[config.mk]
export PLATFORM = sky130hd
export DESIGN_NAME = serial_tx
export DESIGN_NICKNAME = d
export VERILOG_FILES = /design/src/rtl/serial_tx_pkg.sv /design/src/rtl/serial_bit_timer.sv /design/src/rtl/serial_tx.sv
export SDC_FILE = /design/constraint.sdc
export NUM_CORES = 1
export LEC_CHECK = 0
export BUFFER_PORTS_ARGS = -buffer_cell sky130_fd_sc_hd__buf_4
export CAP_MARGIN = 20
export CELL_PAD_IN_SITES_DETAIL_PLACEMENT = 1
export CELL_PAD_IN_SITES_GLOBAL_PLACEMENT = 2
export CORE_MARGIN = 4
export CORE_UTILIZATION = 41
export CTS_BUF_LIST = sky130_fd_sc_hd__clkbuf_4 sky130_fd_sc_hd__clkbuf_8
export DETAILED_ROUTE_END_ITERATION = 7
export GPL_TIMING_DRIVEN = 0
export PLACE_DENSITY = 0.89
export REMOVE_ABC_BUFFERS = 1
export SKIP_CTS_REPAIR_TIMING = 1
export SYNTH_ARGS = -nofsm -noshare
export SYNTH_HDL_FRONTEND = slang
export SYNTH_HIERARCHICAL = 1
export SYNTH_SLANG_ARGS = --single-unit
[constraint.sdc]
create_clock -name clk -period 3.7 [get_ports clk]
set_clock_uncertainty 0.05 [all_clocks]
set_input_delay 0.74 -clock clk [delete_from_list [all_inputs] [get_ports clk]]
set_output_delay 0.74 -clock clk [all_outputs]
set_load 0.02 [all_outputs]
[src/rtl/serial_tx_pkg.sv]
// Shared line-level definitions for the serial link: frame state encodings,
// idle line level and a counter-width helper, reused by transmitter and receiver.
package serial_tx_pkg;

    typedef enum logic [2:0] {
        ST_IDLE   = 3'd0,
        ST_START  = 3'd1,
        ST_DATA   = 3'd2,
        ST_PARITY = 3'd3,
        ST_STOP   = 3'd4
    } state_t;

    localparam logic LINE_IDLE = 1'b1;

    // Counter width that never collapses to zero bits for a count of 1.
    function automatic int cnt_w(input int n);
        return (n > 1) ? $clog2(n) : 1;
    endfunction

endpackage

[src/rtl/serial_bit_timer.sv]
// Bit-period counter: runs 0..CLKS_PER_BIT-1 and flags the last cycle of
// each bit period with bit_end.
module serial_bit_timer
    import serial_tx_pkg::*;
#(
    parameter int CLKS_PER_BIT = 4
) (
    input  logic clk,
    input  logic reset,
    input  logic clear,
    output logic bit_end
);

    localparam int CW = cnt_w(CLKS_PER_BIT);
    localparam logic [CW-1:0] LAST = CW'(CLKS_PER_BIT - 1);

    logic [CW-1:0] cnt;

    assign bit_end = (cnt == LAST);

    always_ff @(posedge clk or negedge reset) begin
        if (!reset) begin
            cnt <= '0;
        end else if (clear || bit_end) begin
            cnt <= '0;
        end else begin
            cnt <= cnt + CW'(1);
        end
    end

endmodule

[src/rtl/serial_tx.sv]
// Framed serial transmitter: start bit, DATA_W data bits LSB first,
// optional even parity, stop bit; each bit held CLKS_PER_BIT clocks.
module serial_tx
    import serial_tx_pkg::*;
#(
    parameter int DATA_W       = 8,
    parameter int CLKS_PER_BIT = 4,
    parameter int PARITY_EN    = 0
) (
    input  logic              clk,
    input  logic              reset,
    input  logic [DATA_W-1:0] din,
    input  logic              din_valid,
    output logic              din_ready,
    output logic              txd,
    output logic              busy,
    output logic              done
);

    localparam int IW = cnt_w(DATA_W);
    localparam logic [IW-1:0] LAST_BIT = IW'(DATA_W - 1);

    state_t            state_q;
    state_t            state_d;
    logic [DATA_W-1:0] shift_q;
    logic              par_q;
    logic [IW-1:0]     idx_q;
    logic              done_q;
    logic              bit_end;
    logic              accept;

    assign accept = (state_q == ST_IDLE) && din_valid;

    // The period counter sits at zero while idle so START gets a full period.
    serial_bit_timer #(
        .CLKS_PER_BIT(CLKS_PER_BIT)
    ) u_timer (
        .clk    (clk),
        .reset  (reset),
        .clear  (state_q == ST_IDLE),
        .bit_end(bit_end)
    );

    always_ff @(posedge clk or negedge reset) begin
        if (!reset) begin
            state_q <= ST_IDLE;
        end else begin
            state_q <= state_d;
        end
    end

    always_comb begin
        state_d = state_q;
        case (state_q)
            ST_IDLE:   if (din_valid) state_d = ST_START;
            ST_START:  if (bit_end) state_d = ST_DATA;
            ST_DATA: begin
                if (bit_end && (idx_q == LAST_BIT)) begin
                    state_d = (PARITY_EN != 0) ? ST_PARITY : ST_STOP;
                end
            end
            ST_PARITY: if (bit_end) state_d = ST_STOP;
            ST_STOP:   if (bit_end) state_d = ST_IDLE;
            default:   state_d = ST_IDLE;
        endcase
    end

    // Frame payload is captured once at acceptance; later din changes are ignored.
    always_ff @(posedge clk) begin
        if (accept) begin
            shift_q <= din;
            par_q   <= (PARITY_EN != 0) ? ^din : 1'b0;
        end else if ((state_q == ST_DATA) && bit_end) begin
            shift_q <= shift_q >> 1;
        end
    end

    always_ff @(posedge clk or negedge reset) begin
        if (!reset) begin
            idx_q  <= '0;
            done_q <= 1'b0;
        end else begin
            done_q <= (state_q == ST_STOP) && bit_end;
            if (state_q != ST_DATA) begin
                idx_q <= '0;
            end else if (bit_end && (idx_q != LAST_BIT)) begin
                idx_q <= idx_q + IW'(1);
            end
        end
    end

    always_comb begin
        txd = LINE_IDLE;
        case (state_q)
            ST_START:  txd = ~LINE_IDLE;
            ST_DATA:   txd = shift_q[0];
            ST_PARITY: txd = par_q;
            default:   txd = LINE_IDLE;
        endcase
    end

    assign din_ready = (state_q == ST_IDLE);
    assign busy      = (state_q != ST_IDLE);
    assign done      = done_q;

endmodule
==> impl_metrics.csv <==
group,metric,value,unit
floorplanning,die_w,52.68,um
cts,clockBufferDepth,2,
synth,synthesis.area,818.3,um2
sta,timing.fmax,467.2,MHz
finish,diodes,0,
detailed_routing,wl_per_cell,13.61,um
synth,synth-edff-count,8,
detailed_routing,drc_errors,0,
status,status,"finished clean",
cts,htreeDepth,1,
finish,fin_cells,100,
finish,nFillCells,205,
worst_setup_path,timing.rr.start,"state_q[2]",
sta,fin_crit_sh,57.85,%
detailed_routing,ant_nets,0,
synth,syn_avg_cell_area,14.11,um2
pwr,leakage,0.0004561,uW
sta,slew_violations,0,
worst_setup_path,cp.arrival,1.35,ns
placed_design,dp_hpwl,1040,um
synth,synthArstFlopShare,52.94,%
flow_run,drv_cap,0,
cts,tritoncts,"done",
sta,setup_viol,0,
sta,fin_setup_tns,0,ns
cts,clk_pin_slew_worst_paths,0.11,ns
worst_setup_path,slowest_stage,"dfrtp_1",
placed_design,dpl-instance-area,943.4,um2
worst_setup_path,path_max_fanout,8,
cts,clkLatencyLatePin,0.30,ns
synth,synth-seq-cells,17,
pwr,power_density,670.1,mW/mm2
synth,yosysWarningCount,6,
detailed_routing,first_pass_iters,2,
global_routing,grt_pass1_vias,558,
global_routing,grt_max_degree,11,
floorplanning,core-area,0.001802,mm2
worst_setup_path,r2r-end,"shift_q[0]",
sta,max-slew-margin-rel,75.61,%
sta,post-route-min-period,2.141,ns
worst_setup_path,rrSetupSlack,1.99,ns
floorplanning,start_util,45.42,%
detailed_routing,avgViaCountPerCell,4.890,
pwr,irDropWorstVdd,0.3241,mV
worst_setup_path,setup.worst_path.start,"state_q[2]",
worst_setup_path,path_cells,"nor3_4, inv_1, buf_4",
synth,yosysTopAreaCell,"edfxtp_1",
worst_setup_path,path_delay_family,"flip-flops",
placed_design,dp_cells,96,
finish,multi_input_area,330.3,um2
global_routing,grt_pass1_wl,2525,um
worst_setup_path,cp.buffers_inverters,2,
synth,synth_area_leaders,"edfxtp_1 29%, dfrtp_1 28%, mux2_4 13%, ha_1 4.6%, nor2_1 2.8%",
global_routing,track_usage,12.70,%
worst_setup_path,cp.required,2.91,ns
finish,seq_area,465.4,um2
worst_setup_path,critPathLaunchType,"flip-flop",
global_routing,overflow,0,
sta,rsz0062_at_grt,"false",
floorplanning,die_h,52.68,um
synth,synth.most_common_cell,"dfrtp_1",
synth,synth-main-ff-cell,"dfrtp_1",
floorplanning,rows,15,
global_routing,grt_antenna_before_repair,0,
worst_setup_path,slowest_delay,0.48,ns
hold_path,hp-class,"primary input to async pin",
finish,fin_nets,90,
synth,yosysUniqueCellTypes,24,
sta,tightest_slew,0.3659,ns
finish,drive_above_1_share,44.00,%
synth,ys_seq_area_share,56.88,%
synth,ys_top_cells_by_count,"9 x dfrtp_1, 8 x edfxtp_1, 7 x mux2_4, 6 x nor2_1",
cts,numCtsBuffers,3,
detailed_routing,postRouteWirelength,1361,um
sta,hold_viol,0,
worst_setup_path,path_class,"flip-flop to primary output",
cts,cts.sinks,17,
finish,area_delta_synth_final,18.65,%
synth,synthCells,58,
detailed_routing,via_count,489,
worst_setup_path,worstSetupEndpointType,"primary output",
pwr,p_total,650.7,uW
floorplanning,dieArea,0.002775,mm2
cts,cts-root-buf,"clkbuf_4",
floorplanning,num_io_pins,15,
finish,final_cell_area,970.9,um2
worst_setup_path,reg2regPathDepth,3,
synth,synth_top_area_share,29.36,%
placed_design,gp_congestion,0.7029,
detailed_routing,drt_iter0_markers,4,
placed_design,io_buffers,14,
## layout make-up
| class | instances | area share, % |
|---|---|---|
| clock buffer | 3 | 2.320 |
| inverter | 3 | 1.160 |
| sequential | 17 | 47.94 |
| timing repair buffer | 14 | 10.82 |
| multi-input combinational | 37 | 34.02 |
| clock inverter | 1 | 0.5155 |
| tap | 25 | 3.222 |
## how the worst max path moves through the flow
stage / endpoint / slack [ns] / cells after the start
finish: busy / 1.56 / 3
global route: busy / 1.40 / 3
CTS: busy / 1.53 / 3
detailed placement: busy / 1.87 / 3
global placement: busy / 1.87 / 3
floorplan: busy / 1.87 / 2
## report_power, final
part           switching (uW)  internal, uW  leakage [uW]
combinational             126           130      0.000246
sequential               37.2           258      0.000193
clock                    59.3          40.2     0.0000177
total                     223           428      0.000456
## layout by cell type (no fill, tap or decap)
| master | instances |
|---|---|
| o32ai_1 | 1 |
| ha_1 | 3 |
| nor2_1 | 6 |
| inv_1 | 3 |
| nor3b_2 | 1 |
| o21bai_1 | 1 |
| buf_4 | 14 |
| nand3_1 | 1 |
| nor3_2 | 1 |
| a21o_2 | 1 |
| nand2b_1 | 1 |
| clkinv_2 | 1 |
| a21oi_1 | 2 |
| and2_4 | 1 |
| and3_2 | 2 |
| clkbuf_4 | 3 |
| edfxtp_1 | 8 |
| nand2_1 | 2 |
| nor2b_1 | 1 |
| xor2_1 | 1 |
| nor3_4 | 1 |
| o21ai_0 | 1 |
| mux2_4 | 7 |
| mux2i_1 | 2 |
| dfrtp_1 | 9 |
| or3b_2 | 1 |
## flip-flops by register name, indices dropped and copies added (netlist names)
name         flops
shift_q          8
idx_q            3
state_q          3
u_timer/cnt      2
done             1
## per-stage QoR
stage                     util (%)  hold slack (ns)  worst slack [ns]
after detailed placement     52.36           0.4047             1.865
after global placement       52.36           0.3995             1.870
after global routing         53.89           0.1786             1.402
after floorplan                  -           0.3792             1.873
after CTS                    53.89           0.1951             1.528
final                        53.89           0.1884             1.559
## metal layers
metal	up-vias	share of wire, %	track usage, %
met2	9	50	19.21
met3	2	3.8	2.849
met4	0	1.5	6.383
met1	236	45	16.88
li1	242	-	-
met5	-	0	0
## worst reg2reg max path, cell delays in order (launching register included)
cell     delay, ns
dfrtp_1       0.48
nor3_4        0.34
and2_4        0.30
mux2_4        0.32
## cell families (layout without fill, tap and decap cells)
| group | count (synthesis) | after routing | synth area share [%] |
|---|---|---|---|
| AND/OR/NAND/NOR | 18 | 18 | 14.53 |
| flip-flops | 17 | 17 | 56.88 |
| multiplexers | 9 | 9 | 15.29 |
| AO/OA/AOI/OAI | 6 | 6 | 4.893 |
| buffers and inverters | 4 | 21 | 2.752 |
| adder cells (fa/ha/maj) | 3 | 3 | 4.588 |
| XOR/XNOR | 1 | 1 | 1.071 |
Power figures use the tool's default switching activity.
